## config.mk

```make
export PLATFORM = sky130hd
export DESIGN_NAME = pc_ras_flat
export DESIGN_NICKNAME = d
export VERILOG_FILES = /design/src/rtl/pc_ras_pkg.sv /design/src/rtl/pc_ras_if.sv /design/src/rtl/pc_ras_ret_stack.sv /design/src/rtl/pc_ras.sv /design/src/flat_wrapper.sv
export SDC_FILE = /design/constraint.sdc
export NUM_CORES = 1
export LEC_CHECK = 0
export CAP_MARGIN = 20
export CORE_MARGIN = 2
export CORE_UTILIZATION = 55
export CTS_CLUSTER_SIZE = 16
export DETAILED_ROUTE_END_ITERATION = 12
export HOLD_SLACK_MARGIN = 0.06
export MAX_ROUTING_LAYER = met4
export PLACE_DENSITY = 0.82
export SYNTH_ARGS = -nofsm -noshare
export SYNTH_HDL_FRONTEND = slang
export SYNTH_SLANG_ARGS = --single-unit
```

## constraint.sdc

```tcl
create_clock -name clk -period 2.39 [get_ports clk]
set_input_delay 0.3585 -clock clk [delete_from_list [all_inputs] [get_ports clk]]
set_output_delay 0.3585 -clock clk [all_outputs]
set_load 0.01 [all_outputs]
```

## src/rtl/pc_ras_pkg.sv

```systemverilog
// Shared types for the Nibbler program counter with return-address stack.
// Command encoding and priority resolution live here.
package pc_pkg;

  localparam int AW = 12;

  typedef enum logic [2:0] {
    CMD_NONE,
    CMD_INC,
    CMD_LOAD,
    CMD_CALL,
    CMD_RET
  } cmd_e;

  function automatic cmd_e prio_cmd(
    input logic ret,
    input logic call,
    input logic load,
    input logic inc
  );
    if (ret)       return CMD_RET;
    else if (call) return CMD_CALL;
    else if (load) return CMD_LOAD;
    else if (inc)  return CMD_INC;
    else           return CMD_NONE;
  endfunction

endpackage

```

## src/rtl/pc_ras_if.sv

```systemverilog
// Decoder-to-PC bundle: commands and target in, ROM address and
// stack status out.
interface pc_ras_if #(
  parameter int AW    = 12,
  parameter int DEPTH = 4
);
  localparam int DW = $clog2(DEPTH + 1);

  logic [AW-1:0] newaddr;
  logic          loadPC;
  logic          incPC;
  logic          callPC;
  logic          retPC;
  logic [AW-1:0] addr;
  logic [DW-1:0] depth;
  logic          full;
  logic          empty;
  logic          ovf;
  logic          unf;
  logic          trap;

  modport master (
    output newaddr, loadPC, incPC, callPC, retPC,
    input  addr, depth, full, empty, ovf, unf, trap
  );

  modport slave (
    input  newaddr, loadPC, incPC, callPC, retPC,
    output addr, depth, full, empty, ovf, unf, trap
  );
endinterface

```

## src/rtl/pc_ras_ret_stack.sv

```systemverilog
// Circular return-address LIFO; a push while full overwrites the
// oldest entry and pulses ovf, a pop while empty pulses unf.
module ret_stack #(
  parameter int AW    = 12,
  parameter int DEPTH = 4,
  localparam int DW   = $clog2(DEPTH + 1),
  localparam int PW   = $clog2(DEPTH)
) (
  input  logic          clk,
  input  logic          rst,
  input  logic          push,
  input  logic          pop,
  input  logic [AW-1:0] wdata,
  output logic [AW-1:0] rdata,
  output logic [DW-1:0] depth,
  output logic          ovf,
  output logic          unf
);

  localparam logic [PW-1:0] LAST = PW'(DEPTH - 1);
  localparam logic [DW-1:0] FULL = DW'(DEPTH);

  logic [AW-1:0] mem [DEPTH];
  logic [PW-1:0] top;
  logic [PW-1:0] top_nx;
  logic [PW-1:0] top_pv;

  assign top_nx = (top == LAST) ? '0 : top + 1'b1;
  assign top_pv = (top == '0) ? LAST : top - 1'b1;
  assign rdata  = mem[top_pv];

  always_ff @(posedge clk) begin
    if (rst) begin
      top   <= '0;
      depth <= '0;
      ovf   <= 1'b0;
      unf   <= 1'b0;
    end else begin
      ovf <= 1'b0;
      unf <= 1'b0;
      if (push) begin
        mem[top] <= wdata;
        top      <= top_nx;
        if (depth == FULL) ovf <= 1'b1;
        else depth <= depth + 1'b1;
      end else if (pop) begin
        if (depth == '0) begin
          unf <= 1'b1;
        end else begin
          top   <= top_pv;
          depth <= depth - 1'b1;
        end
      end
    end
  end

endmodule

```

## src/rtl/pc_ras.sv

```systemverilog
// Nibbler program counter with hardware return-address stack.
// Optional sticky wrap trap on increment: define PC_WRAP_TRAP_EN.
module pc_ras #(
  parameter int            AW         = 12,
  parameter int            DEPTH      = 4,
  parameter logic [AW-1:0] RESET_ADDR = '0
) (
  input logic     clk,
  input logic     Rst,
  pc_ras_if.slave bus
);
  import pc_pkg::*;

  localparam int            DW   = $clog2(DEPTH + 1);
  localparam logic [DW-1:0] FULL = DW'(DEPTH);

  cmd_e          cmd;
  logic [AW-1:0] addr_q;
  logic [AW-1:0] rdata;
  logic [DW-1:0] depth;

  assign cmd = prio_cmd(bus.retPC, bus.callPC,
                        bus.loadPC, bus.incPC);

  ret_stack #(
    .AW    (AW),
    .DEPTH (DEPTH)
  ) u_stack (
    .clk   (clk),
    .rst   (Rst),
    .push  (cmd == CMD_CALL),
    .pop   (cmd == CMD_RET),
    .wdata (addr_q + 1'b1),
    .rdata (rdata),
    .depth (depth),
    .ovf   (bus.ovf),
    .unf   (bus.unf)
  );

`ifdef PC_WRAP_TRAP_EN
  logic trap_q;
  assign bus.trap = trap_q;
`else
  assign bus.trap = 1'b0;
`endif

  always_ff @(posedge clk) begin
    if (Rst) begin
      addr_q <= RESET_ADDR;
`ifdef PC_WRAP_TRAP_EN
      trap_q <= 1'b0;
`endif
    end else begin
      unique case (cmd)
        CMD_RET:  if (depth != '0) addr_q <= rdata;
        CMD_CALL: addr_q <= bus.newaddr;
        CMD_LOAD: addr_q <= bus.newaddr;
        CMD_INC: begin
`ifdef PC_WRAP_TRAP_EN
          if (!trap_q) begin
            if (&addr_q) trap_q <= 1'b1;
            else addr_q <= addr_q + 1'b1;
          end
`else
          addr_q <= addr_q + 1'b1;
`endif
        end
        default: ;
      endcase
    end
  end

  assign bus.addr  = addr_q;
  assign bus.depth = depth;
  assign bus.full  = (depth == FULL);
  assign bus.empty = (depth == '0);

endmodule

```

## src/flat_wrapper.sv

```systemverilog
// flat-port wrapper written by rule: the top's interface ports become plain ports
module pc_ras_flat import pc_pkg::*;
#(
  parameter int            AW         = 12,
  parameter int            DEPTH      = 4,
  parameter logic [AW-1:0] RESET_ADDR = '0
)
  (clk, Rst, bus_newaddr, bus_loadPC, bus_incPC, bus_callPC, bus_retPC, bus_addr, bus_depth, bus_full, bus_empty, bus_ovf, bus_unf, bus_trap);
  pc_ras_if #(.AW(AW), .DEPTH(DEPTH)) bus_i ();
  input logic clk;
  input logic Rst;
  input wire logic [$bits(bus_i.newaddr)-1:0] bus_newaddr;
  input wire logic [$bits(bus_i.loadPC)-1:0] bus_loadPC;
  input wire logic [$bits(bus_i.incPC)-1:0] bus_incPC;
  input wire logic [$bits(bus_i.callPC)-1:0] bus_callPC;
  input wire logic [$bits(bus_i.retPC)-1:0] bus_retPC;
  output wire logic [$bits(bus_i.addr)-1:0] bus_addr;
  output wire logic [$bits(bus_i.depth)-1:0] bus_depth;
  output wire logic [$bits(bus_i.full)-1:0] bus_full;
  output wire logic [$bits(bus_i.empty)-1:0] bus_empty;
  output wire logic [$bits(bus_i.ovf)-1:0] bus_ovf;
  output wire logic [$bits(bus_i.unf)-1:0] bus_unf;
  output wire logic [$bits(bus_i.trap)-1:0] bus_trap;
  assign bus_i.newaddr = bus_newaddr;
  assign bus_i.loadPC = bus_loadPC;
  assign bus_i.incPC = bus_incPC;
  assign bus_i.callPC = bus_callPC;
  assign bus_i.retPC = bus_retPC;
  assign bus_addr = bus_i.addr;
  assign bus_depth = bus_i.depth;
  assign bus_full = bus_i.full;
  assign bus_empty = bus_i.empty;
  assign bus_ovf = bus_i.ovf;
  assign bus_unf = bus_i.unf;
  assign bus_trap = bus_i.trap;
  pc_ras #(.AW(AW), .DEPTH(DEPTH), .RESET_ADDR(RESET_ADDR)) u_core (.clk(clk), .Rst(Rst), .bus(bus_i));
endmodule
```

## Yosys cells after proc, flatten, opt, wreduce, memory -nomap -nowiden

Memory sizes are Yosys's and may differ from the RTL's.
Cells that the tools add are included.

- Add/sub/neg operators: 5
- $mul: 0
- Div/mod/pow operators: 0
- $lt $le $gt $ge: 0
- Equal/unequal tests: 9
- Shift operators: 0
- Muxes and demuxes: 20
- Bitwise logic cells: 2
- Reductions and logical operators: 11

Operators by type and width:

| kind | number |
|---|---|
| one-hot mux 12 bit (3 select lines) | 1 |
| two-way mux 3 bit | 7 |
| adder 12 x 1 -> 12 bit, second input constant | 1 |
| two-way mux 12 bit | 1 |
| two-way mux 2 bit | 5 |
| equality test 3 x 2 -> 1 bit, second input constant | 2 |
| equality test 3 bit, second input constant | 2 |
| two-way mux 1 bit | 6 |
| nonzero test 3 bit | 2 |
| inequality test 2 x 1 -> 1 bit, second input constant | 2 |
| AND reduction 2 bit | 2 |
| OR reduction 2 bit | 2 |
| adder 3 x 1 -> 3 bit, second input constant | 1 |
| equality test 3 x 1 -> 1 bit, second input constant | 1 |
| logical NOT 3 bit | 1 |
| AND reduction 3 bit | 1 |
| OR reduction 3 bit | 1 |
| subtractor 3 x 1 -> 3 bit, second input constant | 1 |
| adder 2 x 1 -> 2 bit, second input constant | 1 |
| equality test 2 bit, second input constant | 1 |
| logical NOT 2 bit | 1 |
| inequality test 2 bit, second input constant | 1 |
| NOT 1 bit | 2 |
| nonzero test 2 bit | 1 |
| subtractor 2 x 1 -> 2 bit, second input constant | 1 |

- Flip-flop bits (word level): 19
- Bits in latches: 0
- RAM bits: 48
- ROM bits: 0
- Input port bits: 18
- Output and inout port bits: 20
- Word-level logic and storage cells: 53
- Memories: 1

Memories:

| memory | depth | bits a word | rd ports | clocked after memory_dff | write ports | RTL line | source |
|---|---|---|---|---|---|---|---|
| u_core.u_stack.mem | 4 | 12 | 1 | 0 | 1 | pc_ras_ret_stack.sv:23 | `logic [AW-1:0] mem [DEPTH];` |

## Depth between registers and ports, before layout

Gate-level depths: netlist of run 1.

- Depth after elaboration: 8
- Gate-level depth with buffers: 8
- Mapped depth without buffers: 7

## Hierarchy

Synthesis of run 1 repeated with hierarchy kept, for this count alone.

- Cells, all modules: 245
- Area total of the unflattened synthesis: 3,199.3 µm²

By module, submodules not included:

| module | times used | cells each | area an instance (µm²) | seq. area each (µm²) |
|---|---|---|---|---|
| ret_stack | 1 | 115 | 2,198.4 | 1,581.5 |
| pc_ras | 1 | 130 | 1,001.0 | 240.2 |

## Worst setup path before layout of run 1

No wires, ideal clock.

- Kind: register to register
- Start point: reg u_core.u_stack.top[0]
- End point: reg u_core.addr_q[5], in the netlist u_core.bus.addr[5]
- Library setup time: 0.131 ns
- Data arrival time: 1.949 ns
- Required time: 2.259 ns
- Path slack: 0.310 ns
- Cell stages (with the launch flop): 9
- Buffers on the path: 1
- Clock period less this slack: 2.080 ns
- Cell sequence: dfxtp_1 > inv_1 > ha_1 > nor2b_4 > buf_6 > mux4_2 > a221o_1 > a21oi_1 > nor3_1

- Cells in the longest elaborated chain, start to end: 5
- Elaborated cells on any way between the ends: 6
- Classes of those cells: 1 x add/sub; 3 x mux; 1 x reduce/logical; 1 x memory

Ends and longest elaborated chain:

| element | RTL line | source |
|---|---|---|
| start: declaration | pc_ras_ret_stack.sv:24 | `logic [PW-1:0] top;` |
| start signal: assignment | pc_ras_ret_stack.sv:43 | `top <= top_nx;` |
| start signal: assignment | pc_ras_ret_stack.sv:50 | `top <= top_pv;` |
| subtractor 2 x 1 -> 2 bit / logical NOT 2 bit (equally long branches) | pc_ras_ret_stack.sv:29 | `assign top_pv = (top == '0) ? LAST : top - 1'b1;` |
| two-way mux 2 bit (*) | pc_ras_ret_stack.sv:29 |  |
| memory (4 x 12 bit) (*) | -- |  |
| two-way mux 12 bit (*) | pc_ras.sv:55 | `CMD_RET: if (depth != '0) addr_q <= rdata;` |
| one-hot mux 12 bit (3 select lines) (*) | pc_ras.sv:54 | `unique case (cmd)` |
| end signal: assignment | pc_ras.sv:55 |  |
| end signal: assignment | pc_ras.sv:56 | `CMD_CALL: addr_q <= bus.newaddr;` |
| end signal: assignment | pc_ras.sv:57 | `CMD_LOAD: addr_q <= bus.newaddr;` |
| end: declaration | pc_ras.sv:18 | `logic [AW-1:0] addr_q;` |

Every way passes the cells marked *; elsewhere a longest branch is shown, timed or not. The select of a mux whose other input is x is not followed.
A chain may end at the register's enable or synchronous reset.

## Worst setup path in the final report of run 1

- Start point: reg u_core.u_stack.top[1]
- End point: reg u_core.addr_q[7], in the netlist u_core.bus.addr[7]

The elaborated chain is that of the path after synthesis.

==> results, run 1 <==
- The run finished with clean final reports.
- The count of standard-cell rows is 27.
- Net switching is 32.79% of the power.
- The clock insertion delay at the later pin of the skew report is 0.34 ns.
- The relative max-transition margin is 33.16%.
- The post-route netlist has 13.70% of its cells at a drive strength greater than 1.
- The Yosys step of the flow raised 0 warnings.
- Of all nets on the critical path, the largest fanout is 10.
- The clock edge transition at the registers on the reported setup and hold paths is 0.07 ns.
- For this design, the sink count on the clock tree is 67.
- The initial antenna violation count was 0.
- In this run the register-to-register setup slack is 0.22 ns.
- The netlist uses 52 different library cells.
- The initial utilization of the core area, before any placement, comes to 57.03%.
- In the final routed layout, each cell accounts on average for 18.66 um.
- The number of cells on the worst reg-to-reg path is 8.
- The finished layout holds 364 standard cells, fillers aside.
- The routing usage on met2 is 37.98%.
- The beginning of the critical path is u_core.u_stack.top[1].
- For this run, the top clock speed supported by timing is 459.9 MHz.
- The count of nets left with antenna violations once routing finished came out at 0.
- Across all setup checks in the final design, the least slack found is 0.2157 ns.
- The final layout net count is 313.
- The switching power is 0.001210 W.
- On the worst path, the slowest cell contributes a delay of 0.52 ns.
- The first TritonRoute pass finished after 4 iterations.
- The hold violation total from the final report is 0.
- The signed area change from the synthesized netlist to the final layout is 21.55%.
- The post-DP HPWL is 4827 um.
- The count of mapped cells out of synthesis is 238.
- The arrival time at the worst endpoint is 2.39 ns.
- The worst slack at placement is 0.08476 ns.
- The die is 79.57 um tall.
- The cell with the largest stage delay on the worst path is mux4_2.
- The area of the core is 5507 sq um.
- The number of instances in the placed design is 350.
- The worst setup path is captured at a flip-flop.
- The critical path is of the flip-flop to flip-flop type.
- The total power divided by cell area is 966.8 nW/um^2.
- The maximum vdd drop is 0.5147 mV.
- The worst hold path startpoint is u_core.bus.addr[11].
- Synthesis produced a netlist with a net count of 262.
- The DRC violations left is 0.
- The average cell area after synthesis is 13.20 sq um.
- The post-synthesis cell type with the largest combined area is edfxtp_1.
- The most used flip-flop cell after synthesis is edfxtp_1.
- For this run, global-route usage on met1 was measured as 30.98%.
- The post-synthesis instance area is 3141 sq um.
- The setup fix buffers added after clock tree synthesis is 0.
- Sequential cells burn 44.2% of the power.
- The TritonCTS buffer count is 9.
- The first global-routing pass estimated 10780 um of wire.
- In this run the worst setup path terminates at u_core.bus.addr[7].
- The detailed-route via count is 2189.
- The top-level port count is 38.
- Per report_power, the combinational group accounts for 35.8% of the total.
- Counting flops with a built-in enable in the synthesized netlist gives 48.
- The worst hold slack is 0.5464 ns.
- For the final routed database, the setup TNS stands at 0 ns.
- In the finished design, the share of the clock period the worst path needs comes to 90.97%.
- The floorplan step defined a die boundary enclosing 6331 sq um.
- The number of global-route vias before repair is 2167.
- For this run, the register share of the synthesized area comes to 58.01%.
- The TritonCTS clock tree is built.
- The part of the power in the clock network is 20.0%.
- Global routing used 4.638% of the available met3 tracks.
- CTS built an H-tree with a depth of 3.
- Counting flops and latches in the post-synthesis netlist gives 67.
- The final antenna diode count is 0.
- The number of slew-limit violations in the final report is 0.
- The leftover overflow at the end of global routing is 0.
- The buffer levels on the longest clock path is 2.
- Internal power comes to 0.002481 W.
- The top cell type's share of synthesized area is 45.90%.
- The detailed router finished its first iteration with 223 violations.
- The overall routed net length is 6792 um.
- The final weighted congestion in routability-driven placement is 0.9817.
- The number of buffers inserted by port buffering is 36.
- Setup violations remaining at the end of the flow were counted as 0.
- Clock skew on the completed layout was measured at 0.01130 ns.
- The global-route total usage across every layer is 24.27%.
- By area the synthesized netlist is led by edfxtp_1 (46%), dfxtp_1 (12%), mux4_1 (6.7%).
- The critical path goes through inv_1, ha_1, nor2b_4, buf_12, mux4_2, a221o_1, nor2_1, nor3_1.
- The share of async-settable or async-resettable flops after synthesis is 0%.
- The worst register-to-register path ends at u_core.bus.addr[7].
- At the worst endpoint, the required time is 2.61 ns.
- The die is 79.57 um wide.
- The path class of the tightest hold or removal check is flip-flop to flip-flop.
- The actual transition at the worst max-transition pin is 0.9918 ns.
- The most instantiated library cell after synthesis is edfxtp_1.
- In this run the most used layer during global routing was met2.
- The via-per-instance ratio is 6.014.
- Across the run, the number of max-cap violations was 0.
- The startpoint of the worst register-to-register path is u_core.u_stack.top[1].
- The static power due to leakage is 1.379 nW.
- Setup repair after global routing left no endpoint under its margin.
- The cts-stage hold buffer count is 0.
- Once the clock tree was built, the resizer swapped 0 gates to a different size.
- The maximum number of pins on one net before global-route repair is 17.
- The tree is rooted in a clkbuf_8.
- The commonest cells after synthesis are edfxtp_1 (48), nor2_1 (30), dfxtp_1 (19).
- The time the worst path needs with I/O delays and setup is 2.174 ns.
- The worst setup path is launched from a flip-flop.
## power groups by stage
stage,Sequential (W),Combinational (W),Clock (W)
final,0.00163,0.00132,0.000740
after global routing,0.00165,0.00145,0.000811
after CTS,0.00162,0.00133,0.000758
after detailed placement,0.00165,0.00132,0
after global placement,0.00164,0.00128,0
after floorplan,0.00165,0.000767,0
## state kept, by name, indices dropped and copies added (netlist names)
| name | flops |
|---|---|
| u_core.u_stack.depth | 3 |
| u_core.bus.addr | 12 |
| u_core.u_stack.mem | 48 |
| u_core.u_stack.top | 2 |
| u_core.u_stack.unf | 1 |
| u_core.u_stack.ovf | 1 |
## logic make-up after synthesis
logic type | share of synthesized area [%]
simple gates | 10.84
flops | 58.01
compound gates | 11.83
buf+inv | 3.067
xor+xnor | 3.626
mux | 9.881
fa+ha+maj | 2.630
other cells | 0.1194
## critical path: cells and delay by family, from the launching register on
| family | cells | cell delay [ns] |
|---|---|---|
| and+or+nand+nor | 3 | 0.36 |
| DFF | 1 | 0.39 |
| adders and majority gates | 1 | 0.24 |
| muxes | 1 | 0.52 |
| buffers and inverters | 2 | 0.25 |
| AOI/OAI and AO/OA | 1 | 0.30 |
## cell type report
cell class                      count  area (sq um)
Clock buffer                       10         127.6
Clock inverter                      4         20.02
Fill cell                         395          1689
Inverter                            8         30.03
Multi-Input combinational cell    151          1222
Sequential cell                    67          1822
Tap cell                           72         90.09
Timing Repair Buffer               52         505.5
## cell usage in the layout (no fill, tap or decap), types with 3 or more instances in the layout
master / Yosys / routed
and3_1: 4 / 4
a211oi_1: 7 / 7
buf_4: 2 / 14
nand3_1: 4 / 4
nor2b_1: 3 / 3
o21ai_0: 9 / 9
xnor2_1: 6 / 6
edfxtp_1: 48 / 48
mux4_2: 4 / 4
xor2_1: 7 / 7
ha_1: 5 / 5
a221o_1: 3 / 3
clkdlybuf4s50_1: 0 / 36
nor3_1: 8 / 8
a21oi_1: 10 / 10
nand2_1: 6 / 6
clkinv_2: 0 / 4
dfxtp_1: 19 / 19
nor2_1: 30 / 30
mux4_1: 8 / 8
inv_1: 8 / 8
clkbuf_8: 0 / 9
a311oi_1: 3 / 3
## per-layer routing
layer	wire [um]	part of all wire, %	vias up
met4	112	1.6	0
li1	-	-	1019
met5	0	0	-
met2	3429	50	71
met1	2828	42	1090
met3	422	6.2	9
## worst min path at each step
| stage | end | slack [ns] | cells past startpoint |
|---|---|---|---|
| finish | u_core.bus.addr[11] | 0.55 | 2 |
| global route | u_core.bus.addr[3] | 0.61 | 2 |
| CTS | u_core.bus.addr[11] | 0.54 | 2 |
| detailed placement | u_core.bus.addr[11] | 0.52 | 2 |
| global placement | u_core.bus.addr[11] | 0.52 | 2 |
| floorplan | u_core.u_stack.top[0] | 0.48 | 1 |
## through the flow
stage | total power [W] | area [sq um] | util [%]
global placement | 0.002922 | 3670 | 66.64
detailed placement | 0.002971 | 3670 | 66.64
finish | 0.003691 | 3817 | 69.33
global route | 0.003906 | 3817 | 69.33
floorplan | 0.002420 | 3141 | -
CTS | 0.003713 | 3817 | 69.33
Power figures use the tool's default switching activity.
==> run 2, diff against run 1 <==
==> constraint.sdc (replaced) <==
create_clock -name clk -period 2.1 [get_ports clk]
set_input_delay 0.315 -clock clk [delete_from_list [all_inputs] [get_ports clk]]
set_output_delay 0.315 -clock clk [all_outputs]
set_load 0.01 [all_outputs]
==> run 2 against run 1 <==
The run now ends with negative setup slack left. Via count up 4.0%. Global-route usage up 1.8 points. Critical path depth unchanged. Largest cell class unchanged. Highest routed layer unchanged. Cell area up 7.4%. Fmax up 2.2%.
==> results, run 2 (synthesis results as in run 1) <==
- The remaining number of nets flagged by the antenna check after routing is 0.
- The die is 79.57 um wide.
- The non-filler instance count after layout is 384.
- The number of instances in the placed design is 365.
- After detailed routing, the average wire length per cell comes to 19.69 um.
- Across the VDD grid, the largest voltage drop is 0.6789 mV.
- The clock tree synthesis step divided the H-tree into 3 levels.
- For this design, the CTS-stage hold fixing added 0 buffers.
- The critical path is of the flip-flop to flip-flop type.
- In the finished design, the share of the clock period the worst path needs comes to 101.3%.
- Setup repair after global routing could not meet its margin everywhere.
- The global-route total usage across every layer is 26.06%.
- Together, buffers and inverters on the worst path number 2.
- Clock tree synthesis found a total of 67 sinks.
- The final weighted congestion in routability-driven placement is 0.9904.
- Headroom to the max-slew limit came out at 31.48%.
- The register with the most flip-flops in the layout has 48 of them.
- The signal on the critical path passes through inv_2, ha_4, nor2b_4, buf_12, mux4_2, a221o_1, nor2_1, nor3_1.
- Power spread over the standard cell area amounts to 1166 nW/um^2.
- The largest driver fanout on the critical path is 5.
- The highest cell delay on the worst timing path is 0.55 ns.
- The initial antenna violation count is 0.
- STA puts the critical path data arrival time at 2.36 ns.
- The maximum clock frequency is 470.1 MHz.
- At the end of the flow, the number of nets in the layout was 331.
- The leftover overflow at the end of global routing is 0.
- The signed area change from the synthesized netlist to the final layout is 30.52%.
- The first global-routing pass estimated 11590 um of wire.
- The total negative slack is -0.02701 ns.
- The number of global-route vias before repair was 2261.
- Data on the critical path is required at its endpoint by 2.34 ns.
- Entering global routing, the biggest net connects 17 pins.
- The die height is 79.57 um.
- The cell class contributing the biggest share of worst-path delay is multiplexers.
- The floorplan step defined a core boundary enclosing 5507 sq um.
- The cell sitting at the root of the clock tree is a clkbuf_8.
- The max-cap check violation count is 0.
- The actual transition at the worst max-transition pin is 1.017 ns.
- The pre-antenna-repair detailed-routing pass consisted of 4 iterations.
- TritonCTS built the clock tree.
- The static power due to leakage is 1.504 nW.
- In this run, the number of DRC markers left after iteration 0 of detailed routing was 245.
- Dividing the detail-routed via count by the number of cells gives 5.927.
- The path class of the lowest-slack min-delay path is flip-flop to flip-flop.
- The clock edge transition at the registers on the reported setup and hold paths is 0.07 ns.
- The final antenna diode count is 0.
- The final worst clock skew is 0.008732 ns.
- Port buffering added 36 buffers.
- After layout, the design draws a total of 0.004779 W.
- Counting flops per register, the top entry is u_core.u_stack.mem.
- The floorplan has 27 rows.
- The time the worst path needs with I/O delays and setup is 2.127 ns.
- The final core utilization is 74.44%.
- Wires add up to 7560 um.
- The top-level port count is 38.
- In this run the deepest clock path goes through 2 buffers.
- Leaving out fill and tap cells, the most frequent cell in the layout is edfxtp_1.
- The fraction of final layout cells with drive strength greater than 1 is 22.44%.
- The hold violation total from the final report is 0.
- The worst setup path is launched from a flip-flop.
- For this configuration, the core starts out at a cell density of 57.03%.
- The routed layout has 2276 vias.
- The floorplan step defined a die boundary enclosing 6331 sq um.
- The slack of the critical path is -0.02701 ns.
- The DRC violations left is 0.
- In this run, CTS created clock tree buffers numbering 9.
- The post-DP HPWL is 5117 um.
- The endpoint class of the critical path is a flip-flop.
- The final setup violation count is 1.
- The worst slack at placement is -0.1753 ns.
- The run finished, with violations left.
- The slowest stage of the critical path belongs to the cell mux4_2.
- At the later pin of the worst-skew pair, clock insertion delay measures 0.35 ns.
- The number of slew-limit violations in the final report is 0.
- The final reports fail on negative setup slack.
- Leaving out fill and tap cells, the most frequent cells in the layout are edfxtp_1 (48), clkdlybuf4s50_1 (36), nor2_1 (30).
-- run 2: timing repair --
action,in CTS,in global routing
pin swaps,0,3
buffers inserted,0,2
setup endpoints to repair,2,10
gates resized for setup,1,12
gates cloned,0,1
-- run 2: worst min-delay path, stage by stage (launching register included) --
cell and delay (ns):
dfxtp_1 0.35, o21ai_0 0.08, a21oi_1 0.07
-- run 2: path summary, 6_finish.rpt --
path	endpoint	startpoint	cells after the start	slack, ns
setup / recovery	u_core.bus.addr[7]	u_core.u_stack.top[1]	8	-0.03
hold / removal	u_core.bus.addr[11]	u_core.bus.addr[11]	2	0.54
setup reg to reg	u_core.bus.addr[7]	u_core.u_stack.top[1]	8	-0.03
hold reg to reg	u_core.bus.addr[11]	u_core.bus.addr[11]	2	0.54
-- run 2: final cells by class --
type	instances	area, sq um
clock buffers	11	131.4
clock inverters	5	77.57
fillers	350	1408
inverters	8	30.03
multi-input cells	151	1250
flip-flops and latches	67	1824
well taps	72	90.09
repair buffers	70	695.7
-- run 2: per-layer routing --
| metal | GRT usage (%) | vias to the layer above | routed length, um |
|---|---|---|---|
| met1 | 33.41 | 1120 | 3115 |
| met4 | 8.621 | 0 | 124 |
| li1 | - | 1051 | - |
| met5 | - | - | 0 |
| met2 | 40.08 | 93 | 3700 |
| met3 | 7.805 | 12 | 619 |
-- run 2: power breakdown --
group          internal, W  switching [W]
sequential         0.00166       0.000180
combinational     0.000936       0.000852
clock             0.000665       0.000484
total              0.00326        0.00152
-- run 2: through the flow --
step,cell area (sq um),hold WS [ns]
2_1_floorplan,3141,0.4773
3_3_place_gp,3820,0.5171
3_5_place_dp,3820,0.5272
4_1_cts,4031,0.5437
5_1_grt,4099,0.5899
6_report,4099,0.5412
==> run 3, diff against run 2 <==
==> constraint.sdc (replaced) <==
create_clock -name clk -period 2.1 [get_ports clk]
set_input_delay 0.42 -clock clk [delete_from_list [all_inputs] [get_ports clk]]
set_output_delay 0.42 -clock clk [all_outputs]
set_load 0.01 [all_outputs]
==> run 3 against run 2 <==
The run now ends clean. Register-to-register slack improved by 0.097 ns. Power increased by 0.34%. Flip-flop and latch count unchanged. Largest cell class unchanged. Combinational power decreased by 2%.
==> results, run 3 (synthesis results as in run 1) <==
- The destination of the worst hold path is u_core.bus.addr[11].
- The longest clock path from root to sink contains 2 buffers.
- The max-cap check violation count is 0.
- Leaving out fill and tap cells, the most frequent cell in the layout is edfxtp_1.
- The logic depth of the worst register-to-register path is 8.
- Power spread over the standard cell area amounts to 1170 nW/um^2.
- The flow ran to the end, and the final reports show no timing, DRC or antenna violations.
- The maximum clock frequency is 490.3 MHz.
- The area of the core is 5507 sq um.
- For the worst setup path, the data arrival time is 1.62 ns.
- Global routing used 25.86% of the available tracks.
- After detailed routing, the total wire length is 7460 um.
- The wire-length estimate of the detail-placed layout is 5135 um.
- The static power due to leakage is 1.505 nW.
- Relative to the synthesized area, the layout overhead comes to 30.52%.
- The number of sinks handled by clock tree synthesis is 67.
- At the end of the flow the core is filled with cells to 74.44%.
- The first-pass GRT wire length is 11470 um.
- The layout has 374 filler cells.
- The clock period could shrink to 2.040 ns.
- The cell area after layout is 4099 sq um.
- The largest single stage delay on the critical path is 0.58 ns.
- The TritonCTS buffer count is 9.
- The count of nets left with antenna violations once routing finished came out at 0.
- For this run, design rule violations remaining after detail routing come to 0.
- The iteration-0 DRC count of the detailed router is 222.
- The worst hold path stage count is 2.
- Setup repair after global routing left no endpoint under its margin.
- The post-detailed-placement cell area is 3835 sq um.
- The number of buffers inserted by port buffering is 36.
- The element type at the critical path start is a flip-flop.
- The worst hold path startpoint is u_core.bus.addr[11].
- The top-level port count is 38.
- The final weighted congestion in routability-driven placement is 0.8772.
- The final antenna diode count is 0.
- Dividing the detail-routed via count by the number of cells gives 5.940.
- The worst register-to-register path begins at u_core.u_stack.top[1].
- The path type of the worst setup path is flip-flop to primary output.
- The maximum vdd drop is 0.8573 mV.
- More flip-flops sit in one register than any other, and that register is u_core.u_stack.mem.
- For the worst-skew pair, the clock arrives at the later sink with an insertion delay of 0.34 ns.
- Of the cells placed in the final design, the portion with a size suffix greater than 1 is 22.19%.
- The initial core utilization is 57.03%.
- The count of standard-cell rows is 27.
- Among all stages on the critical path, the largest delay is contributed by clkdlybuf4s50_1.
- Adding up every negative setup slack in the final design gives 0 ns.
- Entering global routing, the biggest net connects 14 pins.
- The number of flip-flops under the largest register name is 48.
- The horizontal die dimension is 79.57 um.
- The number of global-route vias before repair is 2284.
- The average wire length per cell after detail routing is 19.48 um.
- Setup violations remaining at the end of the flow were counted as 0.
- At the pin with the least slew margin, the transition time is 0.8608 ns.
- In this run the tightest slew margin relative to its limit is 41.99%.
- The tightest hold path in the finished design has a slack of 0.5590 ns.
- The die covers 6331 sq um.
- The leftover overflow at the end of global routing is 0.
- The number of H-tree levels is 3.
- The TritonCTS clock tree is built.
- The first-pass iteration count of the detailed router is 4.
- The die is 79.57 um tall.
- The hold violation total from the final report is 0.
- The tree is rooted in a clkbuf_8.
- The routed layout has 2275 vias.
- The final worst clock skew is 0.005756 ns.
- In this run the register-to-register setup slack is 0.07 ns.
- In this run the critical register-to-register path is captured at u_core.bus.addr[8].
- The number of hold buffers added after CTS was 0.
- STA classifies the critical path endpoint as a primary output.
- After clock tree synthesis, the clock-pin slew on the worst setup and hold paths is 0.07 ns.
- The signal on the critical path passes through nor3_2, clkdlybuf4s50_1.
- The setup fix buffers added after clock tree synthesis is 0.
- The worst hold path belongs to the class flip-flop to flip-flop.
- The initial antenna violation count was 0.
- The required time of the critical path is 1.68 ns.
- The largest driver fanout on the critical path is 7.
- The number of slew-limit violations in the final report is 0.
- At the end of the flow, the number of nets in the layout was 330.
- The share of the cycle needed by the critical path after routing is 97.12%.
- The top cell types in the final layout, fill and taps aside, are edfxtp_1 (48), clkdlybuf4s50_1 (36), nor2_1 (30).
==> run 3: how the worst max path moves through the flow <==
| stage | slack [ns] | cells past startpoint | end | startpoint |
|---|---|---|---|---|
| final | 0.06 | 2 | bus_empty | u_core.u_stack.depth[0] |
| after global routing | 0.0007 | 2 | bus_full | u_core.u_stack.depth[0] |
| after CTS | 0.02 | 2 | bus_full | u_core.u_stack.depth[2] |
| after detailed placement | -0.16 | 5 | u_core.bus.addr[7] | bus_retPC |
| after global placement | -0.1 | 5 | u_core.bus.addr[7] | bus_retPC |
| after floorplan | 0.02 | 8 | u_core.bus.addr[5] | u_core.u_stack.top[0] |
==> run 3: what timing repair did <==
action | in CTS | in global routing
endpoints found under the hold margin | 0 | 0
resized for setup | 6 | 6
endpoints found under the setup margin | 7 | 7
==> run 3: stage by stage <==
step	total power, W	worst slack, ns	instances
5_1_grt	0.005036	0.0007184	383
3_3_place_gp	0.003459	-0.09806	367
3_5_place_dp	0.003511	-0.1574	367
4_1_cts	0.004751	0.02080	383
6_report	0.004796	0.06038	383
2_1_floorplan	0.002754	0.01990	238
==> run 3: layout make-up <==
class | instances | area (sq um) | share of cell area, %
clock buffers | 9 | 123.9 | 3.022
clock inverters | 7 | 100.1 | 2.442
inverters | 8 | 30.03 | 0.7326
multi-input cells | 151 | 1256 | 30.65
flip-flops and latches | 67 | 1824 | 44.51
well taps | 72 | 90.09 | 2.198
repair buffers | 69 | 674.4 | 16.45
==> run 3: critical path, delay by kind of cell (launching register included) <==
kind | cells | cell delay (ns)
buffers and inverters | 1 | 0.58
flip-flops | 1 | 0.42
AND/OR/NAND/NOR | 1 | 0.28
==> run 3: layer usage <==
layer	up-vias	GRT usage, %	part of all wire (%)
met5	-	-	0
met4	0	10.86	2.1
met3	16	6.109	8.4
met2	111	40.08	48
met1	1102	33.00	41
li1	1046	-	-
==> run 3: report_power, final <==
part           total, W  switching [W]  internal (W)
Sequential      0.00185       0.000186       0.00166
Clock           0.00120       0.000517      0.000678
Combinational   0.00175       0.000844      0.000908
